## src/rtl/mem_port_arbiter.sv

```systemverilog
// Arbitrates one single-ported memory between instruction fetch (I) and data access (D).
// Optional starvation guard for fetch enabled by defining ARB_STARVE_GUARD_EN.
module mem_port_arbiter #(
  parameter int ADDR_W = 64,
  parameter int DATA_W = 64
`ifdef ARB_STARVE_GUARD_EN
  , parameter int MAX_D_GRANTS = 4
`endif
) (
  input  logic              clk,
  input  logic              rst_n,
  input  logic              if_req,
  input  logic [ADDR_W-1:0] if_addr,
  output logic [31:0]       if_rdata,
  output logic              if_valid,
  output logic              if_stall,
  input  logic              flush,
  input  logic              d_req,
  input  logic              d_we,
  input  logic [ADDR_W-1:0] d_addr,
  input  logic [DATA_W-1:0] d_wdata,
  output logic [DATA_W-1:0] d_rdata,
  output logic              d_valid,
  output logic              d_stall,
  output logic              m_req,
  output logic              m_we,
  output logic [ADDR_W-1:0] m_addr,
  output logic [DATA_W-1:0] m_wdata,
  input  logic              m_ack,
  input  logic [DATA_W-1:0] m_rdata
);

  typedef enum logic [1:0] {IDLE, BUSY_I, BUSY_D} state_e;

  state_e            state_q;
  logic              m_req_q, m_we_q, if_valid_q, d_valid_q, drop_q;
  logic [ADDR_W-1:0] m_addr_q;
  logic [DATA_W-1:0] m_wdata_q, d_rdata_q;
  logic [31:0]       if_rdata_q;

`ifdef ARB_STARVE_GUARD_EN
  localparam int CW = $clog2(MAX_D_GRANTS + 1);
  logic [CW-1:0] cnt_q;
  // Fetch wins once D has taken MAX_D_GRANTS back-to-back grants against a waiting fetch.
  wire force_i = (cnt_q == CW'(MAX_D_GRANTS)) & d_req & if_req & ~flush;
`else
  wire force_i = 1'b0;
`endif

  wire grant_d = d_req & ~force_i;
  wire grant_i = ~grant_d & if_req & ~flush;
  wire [31:0] fetch_word = m_addr_q[2] ? m_rdata[DATA_W-1 -: 32] : m_rdata[31:0];

  always_ff @(posedge clk or negedge rst_n) begin
    if (!rst_n) begin
      state_q    <= IDLE;
      m_req_q    <= 1'b0;
      m_we_q     <= 1'b0;
      m_addr_q   <= '0;
      m_wdata_q  <= '0;
      if_rdata_q <= '0;
      d_rdata_q  <= '0;
      if_valid_q <= 1'b0;
      d_valid_q  <= 1'b0;
      drop_q     <= 1'b0;
`ifdef ARB_STARVE_GUARD_EN
      cnt_q      <= '0;
`endif
    end else begin
      if_valid_q <= 1'b0;
      d_valid_q  <= 1'b0;
      unique case (state_q)
        IDLE: begin
          if (grant_d) begin
            state_q   <= BUSY_D;
            m_req_q   <= 1'b1;
            m_we_q    <= d_we;
            m_addr_q  <= d_addr;
            m_wdata_q <= d_wdata;
`ifdef ARB_STARVE_GUARD_EN
            if (!if_req)                         cnt_q <= '0;
            else if (cnt_q != CW'(MAX_D_GRANTS)) cnt_q <= cnt_q + 1'b1;
`endif
          end else if (grant_i) begin
            state_q  <= BUSY_I;
            m_req_q  <= 1'b1;
            m_we_q   <= 1'b0;
            m_addr_q <= if_addr;
            drop_q   <= 1'b0;
`ifdef ARB_STARVE_GUARD_EN
            cnt_q    <= '0;
`endif
          end
        end
        BUSY_I: begin
          if (m_ack) begin
            state_q <= IDLE;
            m_req_q <= 1'b0;
            drop_q  <= 1'b0;
            // A flush landing on the ack cycle still discards the fetch.
            if (!(drop_q || flush)) begin
              if_rdata_q <= fetch_word;
              if_valid_q <= 1'b1;
            end
          end else if (flush) begin
            drop_q <= 1'b1;
          end
        end
        BUSY_D: begin
          if (m_ack) begin
            state_q   <= IDLE;
            m_req_q   <= 1'b0;
            d_valid_q <= 1'b1;
            if (!m_we_q) d_rdata_q <= m_rdata;
          end
        end
        default: state_q <= IDLE;
      endcase
    end
  end

  assign m_req    = m_req_q;
  assign m_we     = m_we_q;
  assign m_addr   = m_addr_q;
  assign m_wdata  = m_wdata_q;
  assign if_rdata = if_rdata_q;
  assign if_valid = if_valid_q;
  assign d_rdata  = d_rdata_q;
  assign d_valid  = d_valid_q;
  // Stalls are masked in reset so every output reads 0 while rst_n is low.
  assign d_stall  = rst_n & d_req & ~d_valid_q;
  assign if_stall = (rst_n & if_req & ~if_valid_q) | d_stall;

endmodule

```

## config.mk

```make
export PLATFORM = sky130hd
export DESIGN_NAME = mem_port_arbiter
export DESIGN_NICKNAME = d
export VERILOG_FILES = /design/src/rtl/mem_port_arbiter.sv
export SDC_FILE = /design/constraint.sdc
export NUM_CORES = 1
export LEC_CHECK = 0
export CELL_PAD_IN_SITES_DETAIL_PLACEMENT = 1
export CELL_PAD_IN_SITES_GLOBAL_PLACEMENT = 2
export CORE_AREA = 2 2 192 194
export DETAILED_ROUTE_END_ITERATION = 8
export DIE_AREA = 0 0 194 196
export DONT_BUFFER_PORTS = 1
export HOLD_SLACK_MARGIN = 0.12
export PLACE_DENSITY = 0.67
export SETUP_SLACK_MARGIN = 0.02
export SLEW_MARGIN = 10
export SYNTH_ARGS = -nofsm -noshare
export SYNTH_HDL_FRONTEND = slang
export SYNTH_SLANG_ARGS = --single-unit
```

## constraint.sdc

```tcl
create_clock -name clk -period 1.95 [get_ports clk]
set_input_delay 0.2925 -clock clk [delete_from_list [all_inputs] [get_ports clk]]
set_output_delay 0.2925 -clock clk [all_outputs]
set_load 0.01 [all_outputs]
```

==> flow_metrics.py, run 1 <==
metrics = {
    "yosys": {
        "synthTopCellsByArea": "dfrtp_1 (58%), mux2_2 (17%), mux2_1 (6.8%)",
        "synth_edf_count": 0,
        "yosysMostFrequentCell": "dfrtp_1",
        "ys_ff_latch": 231,
        "synth-seq-area-share": 0.579,
        "mappedNetlistArea_sq_um": 9980,
        "avgSynthCellArea_sq_um": 15.3,
        "netlist_top_cells_count": "dfrtp_1 (231), mux2_2 (152), mux2_1 (60)",
        "ys_types": 31,
        "synthFlopType": "dfrtp_1",
        "synth_nets": 920,
        "synth_cells": 654,
        "synth_largest_area_cell": "dfrtp_1",
        "synth_largest_type_area_fraction": 0.579,
        "synthArstFlopShare": 1.00,
        "ys_warn_count": 0,
    },
    "clocking": {
        "ctsResizeCount": 0,
        "htreeDepth": 1,
        "root_buffer": "clkbuf_16",
        "cts_setup_buffers": 0,
        "cts_buffer_depth": 3,
        "cts_buffers": 27,
        "cts.sink_count": 231,
        "hold_buffers": 231,
    },
    "status": {
        "toolErrorMsg": "[ERROR RSZ-0060] Max buffer count reached.",
        "status": "did not finish",
        "stop_stage": "clock tree synthesis (4_1_cts)",
    },
    "placement": {
        "gp_congestion": 0.727,
        "dp_hpwl_mm": 19.8,
        "port_buffers": 0,
    },
    "floorplan": {
        "fp.dieW_um": 194,
        "initial_core_util": 0.277,
        "rows": 70,
        "dieHeight_um": 196,
        "io_pins": 493,
    },
}
-- cell families after synthesis --
group	count (synthesis)	synth area share
AO/OA/AOI/OAI	44	0.0251
multiplexers	288	0.337
AND/OR/NAND/NOR	45	0.0206
adder cells (fa/ha/maj)	3	0.00376
buffers and inverters	43	0.0341
flip-flops	231	0.579
-- metrics by stage --
stage	setup WS [ns]	hold WS, ns	instance area, sq um	cells	utilization
3_3_place_gp	0.207	0.00388	10500	1108	0.292
2_1_floorplan	0.327	-0.00309	9980	654	-
3_5_place_dp	0.130	0.00228	10500	1108	0.292
==> run 2: changes to the inputs <==
==> config.mk (replaced) <==
export PLATFORM = sky130hd
export DESIGN_NAME = mem_port_arbiter
export DESIGN_NICKNAME = d
export VERILOG_FILES = /design/src/rtl/mem_port_arbiter.sv
export SDC_FILE = /design/constraint.sdc
export NUM_CORES = 1
export LEC_CHECK = 0
export CORE_AREA = 2 2 192 194
export DETAILED_ROUTE_END_ITERATION = 8
export DIE_AREA = 0 0 194 196
export DONT_BUFFER_PORTS = 1
export PLACE_DENSITY_LB_ADDON = 0.15
export SLEW_MARGIN = 10
export SYNTH_ARGS = -nofsm -noshare
export SYNTH_HDL_FRONTEND = slang
export SYNTH_SLANG_ARGS = --single-unit
==> run 2 against run 1 <==
  * The flow now finishes, with violations (hold timing)
  * Area after synthesis is the same
  * Synthesized cell count did not move
==> flow_metrics.py, run 2 <==
metrics = {
    "clocking": {
        "htreeDepth": 1,
        "cts.reportedPaths.clkPinSlew_ns": 0.06,
        "hold_buffers": 138,
        "cts_buffer_depth": 3,
        "clock_latency_ns": 0.53,
        "cts_tree": "done",
        "cts_setup_buffers": 0,
        "root_buffer": "clkbuf_16",
        "ctsResizeCount": 0,
        "cts_buffers": 26,
        "cts.sink_count": 231,
    },
    "final_layout": {
        "final_cell_mix": "dfrtp_1 (230), mux2_2 (152), dlygate4sd3_1 (138), mux2_1 (60), mux2_4 (44)",
        "fin_nets": 1059,
        "num-fill-cells": 3412,
        "syn_to_final_growth_pct": 26.6,
        "drive_above_1_share": 0.309,
        "multiInputGateArea_sq_um": 3870,
        "seqCellArea_sq_um": 5780,
        "layout.cells.non_filler": 1281,
        "final_cell_area_sq_um": 12600,
        "layout_commonest_cell": "dfrtp_1",
    },
    "placement": {
        "port_buffers": 0,
        "placed_area_sq_um": 10400,
        "placedCellCount": 1095,
        "dp_hpwl_mm": 19.1,
        "gp_congestion": 0.807,
    },
    "yosys": {
        "synthTopCellsByArea": "dfrtp_1 (58%), mux2_2 (17%), mux2_1 (6.8%)",
        "mappedNetlistArea_sq_um": 9980,
        "avgSynthCellArea_sq_um": 15.3,
        "yosysMostFrequentCell": "dfrtp_1",
        "ys_warn_count": 0,
        "synth_nets": 920,
        "synth_largest_area_cell": "dfrtp_1",
        "ys_types": 31,
        "synthArstFlopShare": 1.00,
        "synth_largest_type_area_fraction": 0.579,
        "synth_edf_count": 0,
        "synth_cells": 654,
        "netlist_top_cells_count": "dfrtp_1 (231), mux2_2 (152), mux2_1 (60)",
        "synth-seq-area-share": 0.579,
        "synthFlopType": "dfrtp_1",
        "ys_ff_latch": 231,
    },
    "floorplan": {
        "fp.dieW_um": 194,
        "core_area_sq_um": 36100,
        "die-area_sq_um": 38000,
        "initial_core_util": 0.277,
        "dieHeight_um": 196,
        "io_pins": 493,
        "rows": 70,
    },
    "power": {
        "clockPowerShare": 0.235,
        "swShare": 0.350,
        "combPwrFrac": 0.248,
        "p_int_mw": 13.2,
        "ir_worst_vdd_uv": 854,
        "powerDensity_nw_per_um2": 1600,
        "p_leak_nw": 5.41,
        "p_sw_mw": 7.08,
        "seq_power_share": 0.517,
        "p_total_mw": 20.2,
    },
    "critical_path": {
        "required_ns": 2.36,
        "path_class": "flip-flop to flip-flop",
        "arrival_ns": 2.24,
        "crit_family": "flip-flops",
        "cp_num_buf_inv": 2,
        "crit_path_max_incr_delay_ns": 0.40,
        "cp_cell_sequence": "inv_1, ha_1, o21a_4, buf_12, mux2_4",
        "crit_slowest_cell": "dfrtp_1",
        "cp_max_fo": 34,
        "cp-end-kind": "flip-flop",
        "worst_setup_path_start_kind": "flip-flop",
    },
    "timing": {
        "fin_crit_ns": 1.83,
        "fmax_mhz": 545,
        "relSlewSlack": 0.729,
        "tns_ns": 0,
        "setup_viol": 0,
        "timing.hold.ws_ns": -0.539,
        "final_hold_viol_count": 231,
        "tightest_slew_ns": 0.406,
        "slew_violations": 0,
        "skew_ns": 0.00809,
        "finalCritPeriodShare": 0.940,
        "rsz0062_at_grt": "no",
    },
    "status": {
        "violations": "hold timing",
        "status": "finished with violations",
    },
    "detailed_routing": {
        "drc": 0,
        "drt_iter0_markers": 171,
        "via_per_inst": 4.57,
        "routedWlPerCell_um": 21.3,
        "num_vias": 5858,
        "first_pass_iters": 4,
        "detail-route-antenna-nets": 0,
        "routed_wl_mm": 27.3,
    },
    "flow_run": {
        "cap_violations": 0,
    },
    "global_route": {
        "grt_use_total": 0.137,
        "grt_antenna_before_repair": 1,
        "grt_overflow": 0,
        "grt_pass1_vias": 6535,
        "grt_pass1_wl_mm": 41.2,
        "grt_max_degree": 234,
    },
    "hold_path": {
        "holdCritPathClass": "input port to asynchronous set/reset pin",
    },
}
run 2: path summary, 6_finish.rpt:
check                                        from                      end  slack [ns]  cells past startpoint
min in group clk                      if_addr[56]   m_addr[56]$_DFFE_PN0P_        0.04                      2
setup reg to reg           state_q[0]$_DFFE_PN0P_   m_addr[46]$_DFFE_PN0P_        0.12                      5
hold / removal                              rst_n   m_addr[31]$_DFFE_PN0P_       -0.54                      0
setup / recovery           state_q[0]$_DFFE_PN0P_   m_addr[46]$_DFFE_PN0P_        0.12                      5
max in group asynchronous                   rst_n  d_rdata[12]$_DFFE_PN0P_        2.12                      0
hold reg to reg            state_q[1]$_DFFE_PN0P_   state_q[1]$_DFFE_PN0P_        0.53                      1
run 2: cell type report:
cell class / count / area share
clock inverter: 8 / 0.00545
inverter: 5 / 0.00149
sequential: 231 / 0.458
timing repair buffer: 149 / 0.123
tap: 468 / 0.0463
clock buffer: 38 / 0.0599
antenna: 2 / 0.000396
multi-input combinational: 380 / 0.306
run 2: kinds of logic after synthesis:
logic type,after synthesis,share of synthesized area
mux,288,0.337
buf+inv,43,0.0341
flops,231,0.579
simple gates,45,0.0206
fa+ha+maj,3,0.00376
compound gates,44,0.0251
run 2: per-layer routing:
layer  global-route usage  share of wire  vias to the layer above
li1                     -              -                     2611
met1                0.160           0.38                     2917
met2                0.242           0.51                      290
met3               0.0423          0.083                       40
met4               0.0424          0.028                        0
met5                    0              0                        -
run 2: through the flow:
step | setup WS [ns] | utilization
finish | 0.116 | 0.350
global route | 0.0456 | 0.350
CTS | 0.109 | 0.350
detailed placement | 0.133 | 0.289
global placement | 0.193 | 0.289
floorplan | 0.327 | -
run 2: worst reg2reg max path, stage by stage, from the launching register on:
cell	delay, ns
dfrtp_1	0.40
inv_1	0.09
ha_1	0.36
o21a_4	0.23
buf_12	0.26
mux2_4	0.36
run 2: power by group through the flow:
stage,combinational (mW),clock [mW],sequential (mW)
2_1_floorplan,4.28,0,9.64
3_3_place_gp,4.63,0,10.6
3_5_place_dp,4.85,0,10.6
4_1_cts,5.10,4.97,10.5
5_1_grt,5.51,5.16,10.8
6_report,5.01,4.76,10.5
No activity file was read; power rests on OpenSTA's default activity.
